[config.mk]
export PLATFORM = sky130hd
export DESIGN_NAME = net_weight_calc
export DESIGN_NICKNAME = d
export VERILOG_FILES = /design/src/rtl/net_weight_calc.sv
export SDC_FILE = /design/constraint.sdc
export NUM_CORES = 1
export LEC_CHECK = 0
export CORE_MARGIN = 2
export CORE_UTILIZATION = 45
export DETAILED_ROUTE_END_ITERATION = 12
export GPL_TIMING_DRIVEN = 0
export MAX_ROUTING_LAYER = met4
export PLACE_DENSITY = 0.68
export SETUP_SLACK_MARGIN = 0.15
export SYNTH_ARGS = -nofsm -noshare
export SYNTH_HDL_FRONTEND = slang
export SYNTH_SLANG_ARGS = --single-unit
[constraint.sdc]
create_clock -name clk -period 2.8 [get_ports clk]
set_input_delay 0.56 -clock clk [delete_from_list [all_inputs] [get_ports clk]]
set_output_delay 0.56 -clock clk [all_outputs]
set_load 0.01 [all_outputs]
[src/rtl/net_weight_calc.sv]
// Net weight stage: subtracts the tare from the load-cell samples, tracks reading stability, and flags overload and negative results.
// Optional NET_AVG_EN: the net path uses a 4-sample moving average instead of the raw sample.
//
// state    | meaning
// ---------+--------------------------------------------------------------
// IDLE     | no sample seen since reset
// SETTLING | counting consecutive in-tolerance samples
// STABLE   | STABLE_CNT consecutive samples within TOL; capture allowed
module net_weight_calc #(
    parameter int W          = 12,
    parameter int STABLE_CNT = 4,
    parameter int TOL        = 2,
    parameter int MAX_LOAD   = 4000
) (
    input  logic         clk,
    input  logic         rst_n,
    input  logic [W-1:0] sample,
    input  logic         sample_valid,
    input  logic [W-1:0] tare_in,
    input  logic         tare_load,
    input  logic         tare_capture,
    output logic [W-1:0] net,
    output logic         net_valid,
    output logic         negative,
    output logic         overload,
    output logic         stable,
    output logic [W-1:0] tare_value
);

    typedef enum logic [1:0] {
        ST_IDLE     = 2'd0,
        ST_SETTLING = 2'd1,
        ST_STABLE   = 2'd2
    } state_t;

    localparam logic [3:0]   STABLE_CNT_W = 4'(STABLE_CNT);
    localparam logic [W:0]   TOL_W        = (W+1)'(TOL);
    localparam logic [W-1:0] MAX_LOAD_W   = W'(MAX_LOAD);

    state_t       state_q, state_d;
    logic [3:0]   cnt_q, cnt_d;
    logic [W-1:0] last_q;
    logic [W-1:0] tare_q;
    logic         stable_q;

    logic [W:0]   diff;
    logic         in_tol;

    logic [W-1:0] eff_sample;
    logic [W-1:0] net_d;
    logic         negative_d;
    logic         overload_d;

    logic [W-1:0] net_q;
    logic         net_valid_q;
    logic         negative_q;
    logic         overload_q;

    // Widened by one bit so that 0 vs 4095 is a large difference, not a wrap to 1.
    always_comb begin
        if (sample >= last_q) begin
            diff = {1'b0, sample} - {1'b0, last_q};
        end else begin
            diff = {1'b0, last_q} - {1'b0, sample};
        end
        in_tol = (diff <= TOL_W);
    end

    always_comb begin
        state_d = state_q;
        cnt_d   = cnt_q;
        if (sample_valid) begin
            case (state_q)
                ST_IDLE: begin
                    state_d = ST_SETTLING;
                    cnt_d   = 4'd1;
                end
                ST_SETTLING: begin
                    if (in_tol) begin
                        cnt_d = cnt_q + 4'd1;
                        if (cnt_q + 4'd1 == STABLE_CNT_W) begin
                            state_d = ST_STABLE;
                        end
                    end else begin
                        cnt_d = 4'd1;
                    end
                end
                ST_STABLE: begin
                    if (!in_tol) begin
                        state_d = ST_SETTLING;
                        cnt_d   = 4'd1;
                    end
                end
                default: begin
                    state_d = ST_IDLE;
                    cnt_d   = 4'd0;
                end
            endcase
        end
    end

    always_ff @(posedge clk) begin
        if (!rst_n) begin
            state_q  <= ST_IDLE;
            cnt_q    <= 4'd0;
            last_q   <= '0;
            stable_q <= 1'b0;
        end else begin
            state_q  <= state_d;
            cnt_q    <= cnt_d;
            stable_q <= (state_d == ST_STABLE);
            if (sample_valid) begin
                last_q <= sample;
            end
        end
    end

    // Capture reads last_q before this cycle's sample lands in it.
    always_ff @(posedge clk) begin
        if (!rst_n) begin
            tare_q <= '0;
        end else if (tare_load) begin
            tare_q <= tare_in;
        end else if (tare_capture && (state_q == ST_STABLE)) begin
            tare_q <= last_q;
        end
    end

`ifdef NET_AVG_EN
    logic [W-1:0] win_q [3];
    logic         primed_q;
    logic [W+1:0] win_sum;

    always_comb begin
        win_sum = {2'b00, sample} + {2'b00, win_q[0]} + {2'b00, win_q[1]} + {2'b00, win_q[2]};
        if (primed_q) begin
            eff_sample = win_sum[W+1:2];
        end else begin
            eff_sample = sample;
        end
    end

    always_ff @(posedge clk) begin
        if (!rst_n) begin
            win_q[0] <= '0;
            win_q[1] <= '0;
            win_q[2] <= '0;
            primed_q <= 1'b0;
        end else if (sample_valid) begin
            if (!primed_q) begin
                win_q[0] <= sample;
                win_q[1] <= sample;
                win_q[2] <= sample;
                primed_q <= 1'b1;
            end else begin
                win_q[0] <= sample;
                win_q[1] <= win_q[0];
                win_q[2] <= win_q[1];
            end
        end
    end
`else
    always_comb begin
        eff_sample = sample;
    end
`endif

    always_comb begin
        net_d      = '0;
        negative_d = 1'b0;
        overload_d = 1'b0;
        if (eff_sample > MAX_LOAD_W) begin
            net_d      = '1;
            overload_d = 1'b1;
        end else if (eff_sample >= tare_q) begin
            net_d = eff_sample - tare_q;
        end else begin
            net_d      = tare_q - eff_sample;
            negative_d = 1'b1;
        end
    end

    always_ff @(posedge clk) begin
        if (!rst_n) begin
            net_q       <= '0;
            net_valid_q <= 1'b0;
            negative_q  <= 1'b0;
            overload_q  <= 1'b0;
        end else begin
            net_valid_q <= sample_valid;
            if (sample_valid) begin
                net_q      <= net_d;
                negative_q <= negative_d;
                overload_q <= overload_d;
            end
        end
    end

    assign net        = net_q;
    assign net_valid  = net_valid_q;
    assign negative   = negative_q;
    assign overload   = overload_q;
    assign stable     = stable_q;
    assign tare_value = tare_q;

endmodule

# Word-level counts from Yosys, hierarchy flattened
# Index checks and enable logic that the tools add are counted.
[word_totals] reg_bits=46 input_bits=29 output_inout_bits=28 word_cells=43
[classes] addsub=5 magnitude_cmp=4 n_eq_ne=5 mux=16 n_reduce_logical=4
[ops] operator="12-bit two-way mux" n=4
[ops] operator="12-bit by 12-bit subtractor with 13-bit output" n=2
[ops] operator="12-bit greater-or-equal comparator" n=2
[ops] operator="12-bit subtractor" n=2
[ops] operator="13-bit by 2-bit <= comparator with 1-bit output (second input constant)" n=1
[ops] operator="13-bit two-way mux" n=1
[ops] operator="12-bit > comparator (second input constant)" n=1
[ops] operator="4-bit one-hot mux with 3 select lines" n=1
[ops] operator="2-bit two-way mux" n=4
[ops] operator="4-bit two-way mux" n=2
[ops] operator="2-bit one-hot mux with 3 select lines" n=1
[ops] operator="4-bit by 1-bit adder with 4-bit output (second input constant)" n=1
[ops] operator="2-bit == test (second input constant)" n=2
[ops] operator="4-bit by 3-bit == test with 1-bit output (second input constant)" n=1
[ops] operator="1-bit two-way mux" n=3
[ops] operator="2-bit by 1-bit == test with 1-bit output (second input constant)" n=1
[ops] operator="2-bit logical NOT" n=1
[ops] operator="2-bit inequality test (second input constant)" n=1
[ops] operator="2-bit AND reduction" n=1
[ops] operator="2-bit nonzero test" n=1
[ops] operator="1-bit logical AND" n=1

# Longest topological paths before layout
[logic_depth] depth_word=7 depth_mapped=13 depth_no_buf=13

# Worst setup path after synthesis
# Ideal clock, no wire load.
[synth_timing] kind="input to register" startpoint="input port sample[0]" endpoint="register state_q[1]" setup_time_ps=115 t_arrival_ps=2759 t_required_ps=2685 slack_ps=-74 cell_stages=12 path_buffers=0 cell_sequence="ha_1 > inv_1 > fa_1 > a211oi_2 > o21bai_1 > a21boi_1 > o21bai_1 > or4_1 > o2111a_1 > o22ai_2 > o22ai_1 > and2_1"
[synth_via] elab_chain_len=6 word_cells_on_any_way=9 cone_classes="2 x add/sub; 2 x order compare; 5 x mux"
[synth_rtl] item="start, declared" line_no="17" text="input logic [W-1:0] sample,"
[synth_rtl] item="12-bit by 12-bit subtractor with 13-bit output (tied with other cells)" line_no="64" text="diff = {1'b0, last_q} - {1'b0, sample};"
[synth_rtl] item="13-bit two-way mux *" line_no="61" text="if (sample >= last_q) begin"
[synth_rtl] item="13-bit by 2-bit <= comparator with 1-bit output *" line_no="66" text="in_tol = (diff <= TOL_W);"
[synth_rtl] item="2-bit two-way mux, on equally long branches" line_no="89, 79"
[synth_rtl] item="2-bit one-hot mux with 3 select lines *" line_no="73" text="case (state_q)"
[synth_rtl] item="2-bit two-way mux *" line_no="72" text="if (sample_valid) begin"
[synth_rtl] item="end signal, assigned" line_no="109" text="state_q <= state_d;"
[synth_rtl] item="end, declared" line_no="40" text="state_t state_q, state_d;"
# Mark *: on every way between the ends. The rest lies on a longest branch, timed or not.
# A chain may end at the register's enable or synchronous reset.

# Final worst setup path
[layout_timing] startpoint="register last_q[6]" endpoint="register state_q[0]"
[layout_via] elab_chain_len=6 word_cells_on_any_way=9 cone_classes="2 x add/sub; 2 x order compare; 5 x mux"
[layout_rtl] item="start, declared" line_no="42" text="logic [W-1:0] last_q;"
[layout_rtl] item="start signal, assigned" line_no="113" text="last_q <= sample;"
[layout_rtl] item="12-bit by 12-bit subtractor with 13-bit output (tied with other cells)" line_no="64"
[layout_rtl] item="13-bit two-way mux *" line_no="61"
[layout_rtl] item="13-bit by 2-bit <= comparator with 1-bit output *" line_no="66"
[layout_rtl] item="2-bit two-way mux, on equally long branches" line_no="89, 79"
[layout_rtl] item="2-bit one-hot mux with 3 select lines *" line_no="73"
[layout_rtl] item="2-bit two-way mux *" line_no="72"
# Marked as above.

==> flow_metrics.tcl <==
set metrics [dict create \
    crit_chain "ha_4, buf_6, and3_4, and2_4, a221oi_4, mux2i_1, nand4_1, o32ai_2, o22ai_4, buf_12, o21ai_2, a31oi_1" \
    synth-seq-cells 46 \
    p_leak_nw 2.412 \
    syn_area_per_cell_sq_um 7.976 \
    violations "negative setup slack" \
    layout_common_cells "48 x o21ai_0, 44 x dfxtp_1, 44 x clkdlybuf4s50_1, 38 x a21oi_1, 36 x inv_1" \
    ys_types 68 \
    status "finished, violations left" \
    finalCritPeriodShare_pct 100.0 \
    routed_wirelength_microns 12560 \
    setup_slack_ns -0.0005933 \
    cts_buffers 5 \
    finClkSkew_ns 0.008641 \
    portBuffers 56 \
    cp_top_family "compound AO/OA/AOI/OAI gates" \
    synth_flop_cell "dfxtp_1" \
    grt-ovfl-total 0 \
    antenna_found_initial 0 \
    rsz0062_at_grt "true" \
    vias_per_cell 5.506 \
    drive_gt1_share_pct 22.70 \
    hold_path.class "flop to flop" \
    start_kind "flop" \
    power.density_nw_per_um2 384.9 \
    grt_pass1_wl_microns 20360 \
    cts_hold_buf 0 \
    hold_depth 1 \
    p_seq_share_pct 32.8 \
    fin_setup_tns_ns -0.0005933 \
    nNetsFinal 710 \
    intPower_w 0.001461 \
    ys_seq_area_share_pct 21.30 \
    syn_nets 623 \
    crit_fanout 8 \
    synth_cells 542 \
    clk_pin_slew_ns 0.09 \
    p_comb_share_pct 45.2 \
    ios 57 \
    r2r-start "last_q[6]" \
    crit_required_ns 2.97 \
    r2r_end "state_q[0]" \
    power_frac_clock_pct 22.0 \
    worstPathArrival_ns 2.97 \
    drtAntennaViolNets 0 \
    critical_path_class "flop to flop" \
    hold_start "cnt_q[1]" \
    root_buffer "clkbuf_8" \
    die_w_microns 102.0 \
    cts_tree "yes" \
    worst_slew_margin_rel_pct 50.51 \
    cp.depth 12 \
    dp_hpwl_microns 9501 \
    slowest_delay_ns 0.44 \
    ys_top_cells_by_area "dfxtp_1 21%, ha_1 14%, mux2i_1 7.2%, o21ai_0 5.9%, a21oi_1 5.2%" \
    wl_per_cell_microns 16.55 \
    cp-end-kind "flop" \
    p_sw_w 0.0007922 \
    cts.sinks 46 \
    via_count 4179 \
    die_area_sq_um 10410 \
    first_iter_violations 196 \
    die_h_microns 102.0 \
    drt_pass1_iterations 4 \
    switching_share_pct 35.16 \
    dp_slack_ns -1.124 \
    synth_top_cell_area_share_pct 21.30 \
    grtUsageTotal_pct 25.24 \
    synth_enable_flop_cells 0 \
    vdd_drop_max_v 0.0002943 \
    grt_max_degree 14 \
    cts_max_level 2 \
    yosysTopAreaCell "dfxtp_1" \
    drc 0 \
    period_needed_ns 2.801 \
    num_antenna_cells 0 \
    core_sq_um 9284 \
    start_util_pct 46.56 \
    yosys_warnings 0 \
    grt_pass1_vias 4141 \
    reg2regPathDepth 12 \
    async_flop_share_pct 0 \
    clock_path_buffers 2 \
    slowest_stage "dfxtp_1" \
    worst_pin_slew_ns 0.7423 \
    slew_viol_final 0 \
    final_common_cell "o21ai_0" \
    syn_to_final_growth_pct 35.43 \
    netlist_area_sq_um 4323 \
    maxCapViolCount 0 \
    hold_path_end "cnt_q[1]" \
    clk_latency_ns 0.30 \
    num_rows 35 \
    setup_violations 1 \
    place.gp.congestion 0.9292 \
    hold_violations 0 \
    worst-path-buf-inv 2 \
    rrSetupSlack_ns -0.0006 \
    fmax_ghz 0.3571 \
]
==> worst max-delay path by stage <==
stage          startpoint    endpoint
6_report        last_q[6]  state_q[0]
3_3_place_gp    sample[0]  state_q[1]
3_5_place_dp    sample[0]  state_q[1]
4_1_cts         last_q[0]  state_q[1]
2_1_floorplan   sample[0]  state_q[0]
5_1_grt         last_q[0]  state_q[1]
==> metal layers <==
layer / routed length, microns / up-vias / global-route usage (%)
met5: 0 / - / -
li1: - / 2099 / -
met1: 5783 / 1965 / 32.69
met2: 6153 / 92 / 42.61
met3: 346 / 23 / 1.847
met4: 280 / 0 / 6.872
==> cells by family after synthesis <==
group,Yosys count,share of synthesized area (%)
AOI/OAI and AO/OA,172,26.19
xor gates and xnor gates,20,4.052
adders and majority gates,52,15.75
buffers and inverters,76,7.641
DFF,46,21.30
muxes,32,7.439
and+or+nand+nor,144,17.63
==> flip-flops by register name, summed over array words and instances, names as in the netlist <==
name        count
tare_value     12
last_q         12
overload        1
net            12
cnt_q           4
negative        1
net_valid       1
state_q         2
stable          1
==> per-stage QoR <==
step | hold WS [ns] | util (%) | power (W) | instance area (sq um) | std cells
after floorplan | 0.4497 | - | 0.001323 | 4429 | 542
after global placement | 0.4725 | 55.49 | 0.001561 | 5151 | 727
after detailed placement | 0.4821 | 55.49 | 0.001578 | 5151 | 727
after CTS | 0.4937 | 61.79 | 0.002202 | 5737 | 755
after global routing | 0.5169 | 63.06 | 0.002373 | 5854 | 759
final | 0.4914 | 63.06 | 0.002253 | 5854 | 759
==> power groups by stage <==
stage,Clock [W],Combinational [W],Sequential (W)
3_5_place_dp,0,0.000828,0.000750
3_3_place_gp,0,0.000812,0.000749
4_1_cts,0.000500,0.000964,0.000738
6_report,0.000495,0.00102,0.000739
5_1_grt,0.000518,0.00111,0.000745
2_1_floorplan,0,0.000566,0.000756
==> worst register-to-register path, delay by kind of cell (launching register included) <==
| family | cells | cell delay (ns) |
|---|---|---|
| flip-flops | 1 | 0.44 |
| AND/OR/NAND/NOR | 3 | 0.49 |
| AO/OA/AOI/OAI | 5 | 0.95 |
| multiplexers | 1 | 0.29 |
| adder cells (fa/ha/maj) | 1 | 0.24 |
| buffers and inverters | 2 | 0.27 |
==> Yosys cell counts (all sizes together), types with 3 or more instances <==
cell type	instances
a211oi	5
a21boi	3
a21o	10
a21oi	47
a221oi	3
a31o	3
a31oi	7
and2	15
and3	4
buf	17
clkbuf	11
dfxtp	46
fa	4
ha	48
inv	48
mux2i	31
nand2	34
nand2b	8
nand3	13
nand4	4
nor2	21
nor2b	23
nor3	9
nor3b	4
o211ai	3
o21a	6
o21ai	54
o21bai	6
o22ai	3
o32ai	3
xnor2	12
xor2	8
==> layout make-up <==
class,count,area [sq um]
Multi-Input combinational cell,421,3507
Fill cell,846,3430
Sequential cell,46,925.9
Timing Repair Buffer,79,775.7
Inverter,48,198.9
Buffer,28,178.9
Tap cell,129,161.4
Clock buffer,7,76.32
Clock inverter,1,30.03
==> repair_timing <==
action / 4_1_cts / 5_1_grt
gates resized for setup: 125 / 17
pin swaps: 36 / 18
setup endpoints to repair: 19 / 15
cloned: 1 / 1
setup buffers: 19 / 3
Power figures use the tool's default switching activity.
==> patch: new RTL, same flow settings <==
Put one more register stage on the output `net`, with the module's reset. The value now appears one clock later. The other outputs are not delayed to match.
--- a/src/rtl/net_weight_calc.sv
+++ b/src/rtl/net_weight_calc.sv
@@ -198,3 +198,9 @@
 
-    assign net        = net_q;
+    always_ff @(posedge clk) begin
+        if (!rst_n) begin
+            net <= '0;
+        end else begin
+            net <= net_q;
+        end
+    end
     assign net_valid  = net_valid_q;
Check against the original RTL: not equivalent (Yosys sat finds a counterexample within 4 cycles, from zero or initial values and one cycle with rst_n low).
==> patch against the original RTL <==
Sequential cell count up 12. Power up 17%. Area after synthesis up 4.5%. Cell area up 4.7%. Wire length up 5.1%. Clock skew up 0.0046 ns. Utilization down 0.32 points. Sequential power up 25%. Worst setup slack better by 0.022 ns. Hold slack worse by 0.040 ns.
==> patch: results (changes against the original RTL) <==
| Metric | Value |
|---|---|
| Worst-path clk slew | `0.07 ns (-0.02 ns)` |
| Max-slew headroom | `0.4570 (-0.04808)` |
| Leakage power | `2.530 nW (+4.9%)` |
| Setup ws final | `0.02148 ns (+0.02208 ns)` |
| Final nets | `743 (+4.6%)` |
| Port bufs | `55 (-1.8%)` |
| Cell Area, Placed | `5373 um^2 (+4.3%)` |
| Vias per Instance | `5.505 (about the same)` |
| R2R Setup Slk | `0.04 ns (+0.04 ns)` |
| Maximum vdd drop | `0.0002271 V (-23%)` |
| Global placer's final weighted congestion | `0.9491 (+2.1%)` |
| CP max FO | `10 (+2)` |
| Register area share after synthesis | `0.2571 (+0.04404)` |
| Top cells by count, synth | `nor2_1 (64), dfxtp_1 (58), a21oi_1 (56), inv_1 (56), ha_1 (48)` |
| Cell family with most CP delay | `simple AND/OR/NAND/NOR gates` |
| All-Layer GR Usage | `0.2500 (-0.002390)` |
| Worst clock skew | `0.01320 ns (+0.004555 ns)` |
| Worst r2r src | `last_q[0]` |
| Area contributors post-synth | `dfxtp_1 (26%), ha_1 (13%), a21oi_1 (6.2%)` |
| HP Start | `net_q[2]` |
| Power Density | `429.7 nW/um^2 (+12%)` |
| Global-route wire length before repair | `21.45 mm (+5.4%)` |
| Final hold slack | `0.4512 ns (-0.04014 ns)` |
| Reg2Reg Depth | `13 (+1)` |
| Clk_lat worst skew | `0.35 ns (+0.05 ns)` |
| Cells after DPL | `761 (+4.7%)` |
| Highest-delay cell along the critical path | `or3_4` |
| Synthesized area per cell | `7.883 um^2 (-1.2%)` |
| Final Non-Filler Cells | `800 (+5.4%)` |
| Share of cells above drive strength 1 | `0.2279 (+0.0009019)` |
| Pin count of the biggest net entering global routing | `11 (-3)` |
| Run status | `complete, no violations` |
patch: cell type report:
cell class / count / area, um^2
plain buffers: 30 / 177.7
clock buffers: 11 / 141.4
clock inverters: 5 / 30.03
fillers: 863 / 3642
inverters: 56 / 234.0
multi-input cells: 429 / 3478
flip-flops and latches: 58 / 1174
well taps: 133 / 166.4
repair buffers: 78 / 730.7
patch: kinds of logic after synthesis:
logic type	after synthesis	synth area share
mux	25	0.05651
simple gates	182	0.2022
fa+ha+maj	52	0.1507
xor+xnor	20	0.03878
buf+inv	86	0.07590
compound gates	150	0.2188
flops	58	0.2571
patch: timing repair:
item | 4_1_cts | 5_1_grt
hold buffers | 0 | 0
buffers inserted | 12 | 11
pin swaps | 29 | 15
setup endpoints to repair | 19 | 14
gates resized for setup | 130 | 29
patch: per-layer routing:
layer	routed length, um	vias to the layer above	global-route usage
met5	0	-	-
met4	220	0	0.07915
met3	586	16	0.03885
met2	6148	105	0.4004
met1	6250	2103	0.3248
li1	-	2180	-
